==> src/rtl/alu_op_arbiter.sv <==
// Two-requester arbiter that issues one op at a time to four ALU units and returns the result.
// Optional WAIT-state timeout when ALU_OP_ARBITER_TIMEOUT_EN is defined.
module alu_op_arbiter #(
    parameter int DATA_WIDTH     = 16,
    parameter int TIMEOUT_CYCLES = 4
) (
    input  logic                  CLK,
    input  logic                  rst,
    input  logic                  REQ0_VALID,
    input  logic                  REQ1_VALID,
    output logic                  REQ0_READY,
    output logic                  REQ1_READY,
    input  logic [DATA_WIDTH-1:0] REQ0_A,
    input  logic [DATA_WIDTH-1:0] REQ0_B,
    input  logic [DATA_WIDTH-1:0] REQ1_A,
    input  logic [DATA_WIDTH-1:0] REQ1_B,
    input  logic [3:0]            REQ0_FUN,
    input  logic [3:0]            REQ1_FUN,
    output logic [DATA_WIDTH-1:0] A,
    output logic [DATA_WIDTH-1:0] B,
    output logic [1:0]            ALU_FUN,
    output logic                  Arith_Enable,
    output logic                  Logic_Enable,
    output logic                  CMP_Enable,
    output logic                  SHIFT_Enable,
    input  logic [DATA_WIDTH-1:0] ARITH_OUT,
    input  logic [DATA_WIDTH-1:0] LOGIC_OUT,
    input  logic [DATA_WIDTH-1:0] CMP_OUT,
    input  logic [DATA_WIDTH-1:0] SHIFT_OUT,
    input  logic                  Arith_Flag,
    input  logic                  Logic_Flag,
    input  logic                  CMP_Flag,
    input  logic                  SHIFT_Flag,
    output logic                  RSP_VALID,
    input  logic                  RSP_READY,
    output logic                  RSP_ID,
    output logic [DATA_WIDTH-1:0] RSP_DATA,
    output logic                  RSP_ERR
);

    if (TIMEOUT_CYCLES < 1 || TIMEOUT_CYCLES > 15) begin : g_bad_timeout
        $error("TIMEOUT_CYCLES must be within 1..15");
    end

    typedef enum logic [1:0] {
        S_IDLE,
        S_ISSUE,
        S_WAIT,
        S_RESP
    } state_t;

    state_t                  state;
    logic                    last_grant;
    logic [1:0]              sel;
    logic                    grant0;
    logic                    grant1;
    logic [DATA_WIDTH-1:0]   g_a;
    logic [DATA_WIDTH-1:0]   g_b;
    logic [3:0]              g_fun;
    logic                    sel_flag;
    logic [DATA_WIDTH-1:0]   sel_out;

    // last_grant == 1 means REQ1 won last, so REQ0 wins the next tie
    assign grant0     = REQ0_VALID && (!REQ1_VALID || last_grant);
    assign grant1     = REQ1_VALID && (!REQ0_VALID || !last_grant);
    assign REQ0_READY = (state == S_IDLE) && grant0;
    assign REQ1_READY = (state == S_IDLE) && grant1;

    assign g_a   = grant1 ? REQ1_A   : REQ0_A;
    assign g_b   = grant1 ? REQ1_B   : REQ0_B;
    assign g_fun = grant1 ? REQ1_FUN : REQ0_FUN;

    always_comb begin
        sel_flag = 1'b0;
        sel_out  = '0;
        case (sel)
            2'b00: begin sel_flag = Arith_Flag; sel_out = ARITH_OUT; end
            2'b01: begin sel_flag = Logic_Flag; sel_out = LOGIC_OUT; end
            2'b10: begin sel_flag = CMP_Flag;   sel_out = CMP_OUT;   end
            2'b11: begin sel_flag = SHIFT_Flag; sel_out = SHIFT_OUT; end
        endcase
    end

`ifdef ALU_OP_ARBITER_TIMEOUT_EN
    logic [3:0] wait_cnt;
    logic       err_q;
    logic       timeout_hit;

    assign timeout_hit = (wait_cnt == 4'(TIMEOUT_CYCLES - 1));
    assign RSP_ERR     = err_q;
`else
    assign RSP_ERR = 1'b0;
`endif

    always_ff @(posedge CLK) begin
        if (rst) begin
            state        <= S_IDLE;
            last_grant   <= 1'b1;
            sel          <= 2'b00;
            A            <= '0;
            B            <= '0;
            ALU_FUN      <= 2'b00;
            Arith_Enable <= 1'b0;
            Logic_Enable <= 1'b0;
            CMP_Enable   <= 1'b0;
            SHIFT_Enable <= 1'b0;
            RSP_VALID    <= 1'b0;
            RSP_ID       <= 1'b0;
            RSP_DATA     <= '0;
`ifdef ALU_OP_ARBITER_TIMEOUT_EN
            wait_cnt     <= 4'd0;
            err_q        <= 1'b0;
`endif
        end else begin
            case (state)
                S_IDLE: begin
                    if (grant0 || grant1) begin
                        A            <= g_a;
                        B            <= g_b;
                        ALU_FUN      <= g_fun[1:0];
                        sel          <= g_fun[3:2];
                        RSP_ID       <= grant1;
                        last_grant   <= grant1;
                        Arith_Enable <= (g_fun[3:2] == 2'b00);
                        Logic_Enable <= (g_fun[3:2] == 2'b01);
                        CMP_Enable   <= (g_fun[3:2] == 2'b10);
                        SHIFT_Enable <= (g_fun[3:2] == 2'b11);
                        state        <= S_ISSUE;
                    end
                end
                S_ISSUE: begin
                    Arith_Enable <= 1'b0;
                    Logic_Enable <= 1'b0;
                    CMP_Enable   <= 1'b0;
                    SHIFT_Enable <= 1'b0;
`ifdef ALU_OP_ARBITER_TIMEOUT_EN
                    wait_cnt     <= 4'd0;
`endif
                    state        <= S_WAIT;
                end
                S_WAIT: begin
                    if (sel_flag) begin
                        RSP_DATA  <= sel_out;
                        RSP_VALID <= 1'b1;
`ifdef ALU_OP_ARBITER_TIMEOUT_EN
                        err_q     <= 1'b0;
`endif
                        state     <= S_RESP;
                    end
`ifdef ALU_OP_ARBITER_TIMEOUT_EN
                    else if (timeout_hit) begin
                        RSP_DATA  <= '0;
                        RSP_VALID <= 1'b1;
                        err_q     <= 1'b1;
                        state     <= S_RESP;
                    end else begin
                        wait_cnt  <= wait_cnt + 4'd1;
                    end
`endif
                end
                S_RESP: begin
                    if (RSP_READY) begin
                        RSP_VALID <= 1'b0;
                        state     <= S_IDLE;
                    end
                end
                default: state <= S_IDLE;
            endcase
        end
    end

endmodule

==> config.mk <==
export PLATFORM = sky130hd
export DESIGN_NAME = alu_op_arbiter
export DESIGN_NICKNAME = d
export VERILOG_FILES = /design/src/rtl/alu_op_arbiter.sv
export SDC_FILE = /design/constraint.sdc
export NUM_CORES = 1
export LEC_CHECK = 0
export BUFFER_PORTS_ARGS = -buffer_cell sky130_fd_sc_hd__buf_2
export CAP_MARGIN = 20
export CORE_ASPECT_RATIO = 0.6
export CORE_MARGIN = 3
export CORE_UTILIZATION = 38
export CTS_BUF_LIST = sky130_fd_sc_hd__clkbuf_4 sky130_fd_sc_hd__clkbuf_8 sky130_fd_sc_hd__clkbuf_16
export DETAILED_ROUTE_END_ITERATION = 7
export PLACE_DENSITY = 0.77
export SLEW_MARGIN = 0
export SYNTH_ARGS = -nofsm -noshare
export SYNTH_HDL_FRONTEND = slang
export SYNTH_SLANG_ARGS = --single-unit
==> constraint.sdc <==
create_clock -name CLK -period 1.5 [get_ports CLK]
set_input_delay 0.3 -clock CLK [delete_from_list [all_inputs] [get_ports CLK]]
set_output_delay 0.3 -clock CLK [all_outputs]
set_load 0.1 [all_outputs]
## Word-level counts from Yosys, hierarchy flattened

Cells that the tools add are included.

| operators by class | value |
|---|---|
| add/sub/neg operators | 0 |
| $mul | 0 |
| divide/modulo/power cells | 0 |
| magnitude comparators | 0 |
| equal/unequal tests | 12 |
| shift operators | 0 |
| muxes and demuxes | 20 |
| bitwise gates (word level) | 0 |
| reductions and logical operators | 20 |

Operators by type and width:

| operator | count |
|---|---|
| 16-bit one-hot mux with 4 select lines | 1 |
| 16-bit 2-to-1 mux | 2 |
| 2-bit equality test (second input constant) | 6 |
| 1-bit one-hot mux with 2 select lines | 5 |
| 2-bit one-hot mux with 4 select lines | 1 |
| 2-bit by 1-bit equality test with 1-bit output (second input constant) | 3 |
| 2-bit logical NOT | 3 |
| 1-bit 2-to-1 mux | 6 |
| 2-bit 2-to-1 mux | 3 |
| 2-bit AND reduction | 3 |
| 3-bit AND reduction | 2 |
| 1-bit logical AND | 4 |
| 4-bit 2-to-1 mux | 1 |
| 2-bit != test (second input constant) | 2 |
| 1-bit one-hot mux with 4 select lines | 1 |
| 2-bit nonzero test | 2 |
| 1-bit logical NOT | 3 |
| 1-bit logical OR | 3 |
| 2-bit by 1-bit != test with 1-bit output (second input constant) | 1 |

| word-level totals | value |
|---|---|
| bits in registers | 61 |
| bits in latches | 0 |
| memory bits (writable) | 0 |
| bits in read-only memories | 0 |
| output and inout port bits | 59 |
| logic and storage cells | 65 |
| memories | 0 |

## Depth between registers and ports, before layout

| depth | value |
|---|---|
| depth after elaboration | 7 |
| depth in mapped cells | 7 |
| depth with buffers taken out | 6 |

## Worst setup path after synthesis

Ideal clock, no wire load.

| path | value |
|---|---|
| kind | reg-to-output |
| start | register state[0] |
| end | output port REQ0_READY |
| arrival | 1.993 ns |
| required time | 1.200 ns |
| setup slack | -0.793 ns |
| cell stages (with the launch flop) | 5 |
| buffers on the path | 0 |
| cell sequence | dfxtp_1 -> inv_1 -> ha_1 -> nand2_1 -> nor2_1 |

| between the ends | value |
|---|---|
| cells in the longest elaborated chain, start to end | 2 |

RTL lines:

| what | RTL line | text |
|---|---|---|
| start: declaration | 52 | `state_t state;` |
| start signal: assignment | 97 | `state <= S_IDLE;` |
| start signal: assignment | 128 | `state <= S_ISSUE;` |
| start signal: assignment | 139 | `state <= S_WAIT;` |
| 2-bit logical NOT | 66 | `assign REQ0_READY = (state == S_IDLE) && grant0;` |
| 1-bit logical AND | 66 |  |
| end: declaration | 11 | `output logic REQ0_READY,` |

No other way between the ends.

## Final worst setup path

| path | value |
|---|---|
| start | register state[1] |
| end | output port REQ0_READY |

The elaborated chain is that of the path after synthesis.

==> flow_summary.yaml <==
power_and_ir_drop:
  ir_drop_mv: 1.40
  p_per_area_nw_per_um2: 2290
  clkPwrFrac_pct: 18.8
  seq_power_share_pct: 21.2
  p_int_w: 0.00543
  sw_frac_of_total_pct: 51.9
  p_leak_nw: 2.32
  p_switching_w: 0.00587
  p_comb_share_pct: 60.0
global_route:
  antenna_found_initial: 0
  grtUsageMet1_pct: 21.7
  globalRouteMet3Util_pct: 7.05
  grt_pass1_vias: 2984
  grtUsageTotal_pct: 20.2
  grt_start_max_net_pins: 44
  grt_busiest_layer: "met2"
  grt_first_pass_wirelength_mm: 14.3
  grt_util_met2_pct: 38.2
  grt_overflow: 0
worst_setup_path:
  cp_max_fo: 3
  startpoint_type: "register"
  critPathArrivalTime_ns: 1.34
  critPathCaptureType: "output port"
  rr_worst_depth: 8
  worstSetupPathType: "register to output port"
  critPathRequiredTime_ns: 1.20
synth:
  yosys_warnings: 0
  avgSynthCellArea_sq_um: 10.4
  async_flop_share_pct: 0
  synth_top_area_share_pct: 39.7
  mappedNetlistArea_sq_um: 3070
  yosysMostFrequentCell: "dfxtp_1"
  synth_fp_nets: 445
  synthTopCellsByCount: "dfxtp_1 (61), nor2_1 (54), mux2i_1 (53)"
  synthCells: 295
  synth.largest_area_cell: "dfxtp_1"
  synth_top_cells_by_area: "dfxtp_1 (40%), mux2i_1 (17%), a211oi_1 (8.8%)"
  ys_types: 37
  seq_area_frac_synth_pct: 39.7
  synth_ff_type: "dfxtp_1"
  synth.ff_latch_count: 61
  synth_edf_count: 0
clocking:
  hold_buffers: 0
  cts_tree: "done"
  clkTransAtPathRegs_ns: 0.05
  numCtsBuffers: 9
  cts_buffer_depth: 2
  insertion_delay_ns: 0.33
  clock_sinks: 61
  h-tree-depth: 3
  cts-root-buf: "clkbuf_16"
timing:
  setup_viol: 22
  fin_setup_tns_ns: -0.848
  post-route-min-period_ns: 1.64
  slew_headroom_pct: 65.5
  tightestPinTransition_ns: 0.520
  max_freq_mhz: 611
  rsz0062_at_grt: "true"
  setup_ws_ns: -0.135
  slew_violations: 0
  post-route-period-util_pct: 109
  clock_skew_ns: 0.00326
  hold_viol: 0
final_layout:
  final_area_sq_um: 4920
  n_antenna_cell: 0
  fin_nets: 664
  area_delta_synth_final_pct: 60.2
  layout-drive-gt1-share_pct: 54.7
  fillerInstances: 587
  fin_util_pct: 65.3
run:
  max-cap-violations: 0
place:
  port_buffers: 202
  dpl_worst_slack_ns: -0.159
  dp_hpwl_mm: 7.61
  placed_cell_area_sq_um: 4410
  gp_congestion: 0.813
route:
  drc: 0
  final_antenna_net_count: 0
  vias: 3129
  routedWlPerCell_um: 16.1
  drtPass1Iterations: 4
  viasPerCell: 5.02
  first_iter_violations: 85
  wl_mm: 10.0
outcome:
  outcome: "finished, violations left"
  failed_checks: "setup timing"
min_path:
  min_path_cells: 2
  hold_path.class: "primary input to register"
floorplan:
  placeableCoreArea_sq_um: 7540
  die_area_sq_um: 9240
  fp.dieW_um: 122
  initial_core_util_pct: 40.8
  ios: 204
  die_h_um: 75.7
  rows: 24
-- metrics by stage --
stage | hold WS [ns] | instances | power [W]
finish | 0.305 | 623 | 0.0113
CTS | 0.298 | 621 | 0.0113
floorplan | 0.481 | 295 | 0.00751
detailed placement | 0.478 | 598 | 0.00886
global route | 0.320 | 623 | 0.0118
global placement | 0.459 | 598 | 0.00872
-- placed cells by master (no fill, tap or decap), types with 2 or more instances in the layout --
master | synthesis | final
buf_2 | 5 | 200
dfxtp_1 | 61 | 58
mux2i_1 | 53 | 53
nor2_1 | 54 | 53
a211oi_1 | 36 | 36
buf_4 | 3 | 21
clkbuf_16 | 0 | 11
mux4_2 | 10 | 10
mux4_1 | 6 | 6
buf_12 | 0 | 6
inv_1 | 6 | 3
nand3_1 | 4 | 3
o21ai_1 | 0 | 3
ha_4 | 0 | 3
clkinv_2 | 0 | 3
clkbuf_8 | 0 | 3
dfxtp_2 | 0 | 3
inv_2 | 0 | 2
nand2_4 | 0 | 2
nand2b_1 | 2 | 2
o21ai_2 | 0 | 2
nand2_1 | 5 | 2
o211ai_1 | 2 | 2
ha_1 | 5 | 2
buf_6 | 2 | 2
-- power groups by stage --
stage | logic (W) | clock network [W] | registers [W]
6_report | 0.00678 | 0.00212 | 0.00239
5_1_grt | 0.00708 | 0.00224 | 0.00245
4_1_cts | 0.00669 | 0.00218 | 0.00239
3_5_place_dp | 0.00646 | 0 | 0.00240
3_3_place_gp | 0.00634 | 0 | 0.00238
2_1_floorplan | 0.00202 | 0 | 0.00549
-- sequential cells by signal, summed over array words and instances (netlist names) --
register      count
A                16
ALU_FUN           2
Arith_Enable      1
B                16
CMP_Enable        1
Logic_Enable      1
RSP_DATA         16
RSP_ID            1
RSP_VALID         1
SHIFT_Enable      1
last_grant        1
sel               2
state             2
-- cells by family after synthesis --
family / share of synthesized area, %
buf+inv: 4.72
compound gates: 13.0
fa+ha+maj: 2.04
other cells: 0.122
simple gates: 10.3
mux: 30.1
flops: 39.7
-- layer usage --
layer / part of all wire [%] / up-vias
li1: - / 1531
met1: 38 / 1440
met2: 51 / 143
met3: 9.4 / 15
met4: 1.3 / 0
met5: 0 / -
-- repair_timing --
action                                  CTS  global route
pin swaps                                 6             2
cloned                                    1             1
buffers inserted                          6             1
endpoints found under the setup margin   25            32
resized for setup                        13            13
-- critical path, stage by stage, from the launching register on --
cell and delay (ns):
dfxtp_2 0.32, inv_2 0.07, ha_4 0.15, buf_6 0.12, nand2_4 0.06, nor2_4 0.10
buf_12 0.18
-- layout make-up --
cell class	count	area, sq um	area share (%)
Multi-Input combinational cell	204	1850	37.6
Timing Repair Buffer	232	1380	28.0
Sequential cell	61	1220	24.9
Clock buffer	12	267	5.41
Tap cell	104	130	2.64
Clock inverter	4	45.0	0.915
Inverter	6	26.3	0.534
-- path summary, 6_finish.rpt --
kind / start / end / slack (ns)
worst max-delay path: state[1]$_SDFFE_PP0P_ / REQ0_READY / -0.14
worst min-delay path: rst / RSP_DATA[5]$_SDFFE_PP0P_ / 0.30
worst max register to register: state[0]$_SDFFE_PP0P_ / RSP_DATA[1]$_SDFFE_PP0P_ / -0.07
worst min register to register: SHIFT_Enable$_SDFFE_PP0P_ / SHIFT_Enable$_SDFFE_PP0P_ / 0.48
Power figures use the tool's default switching activity.
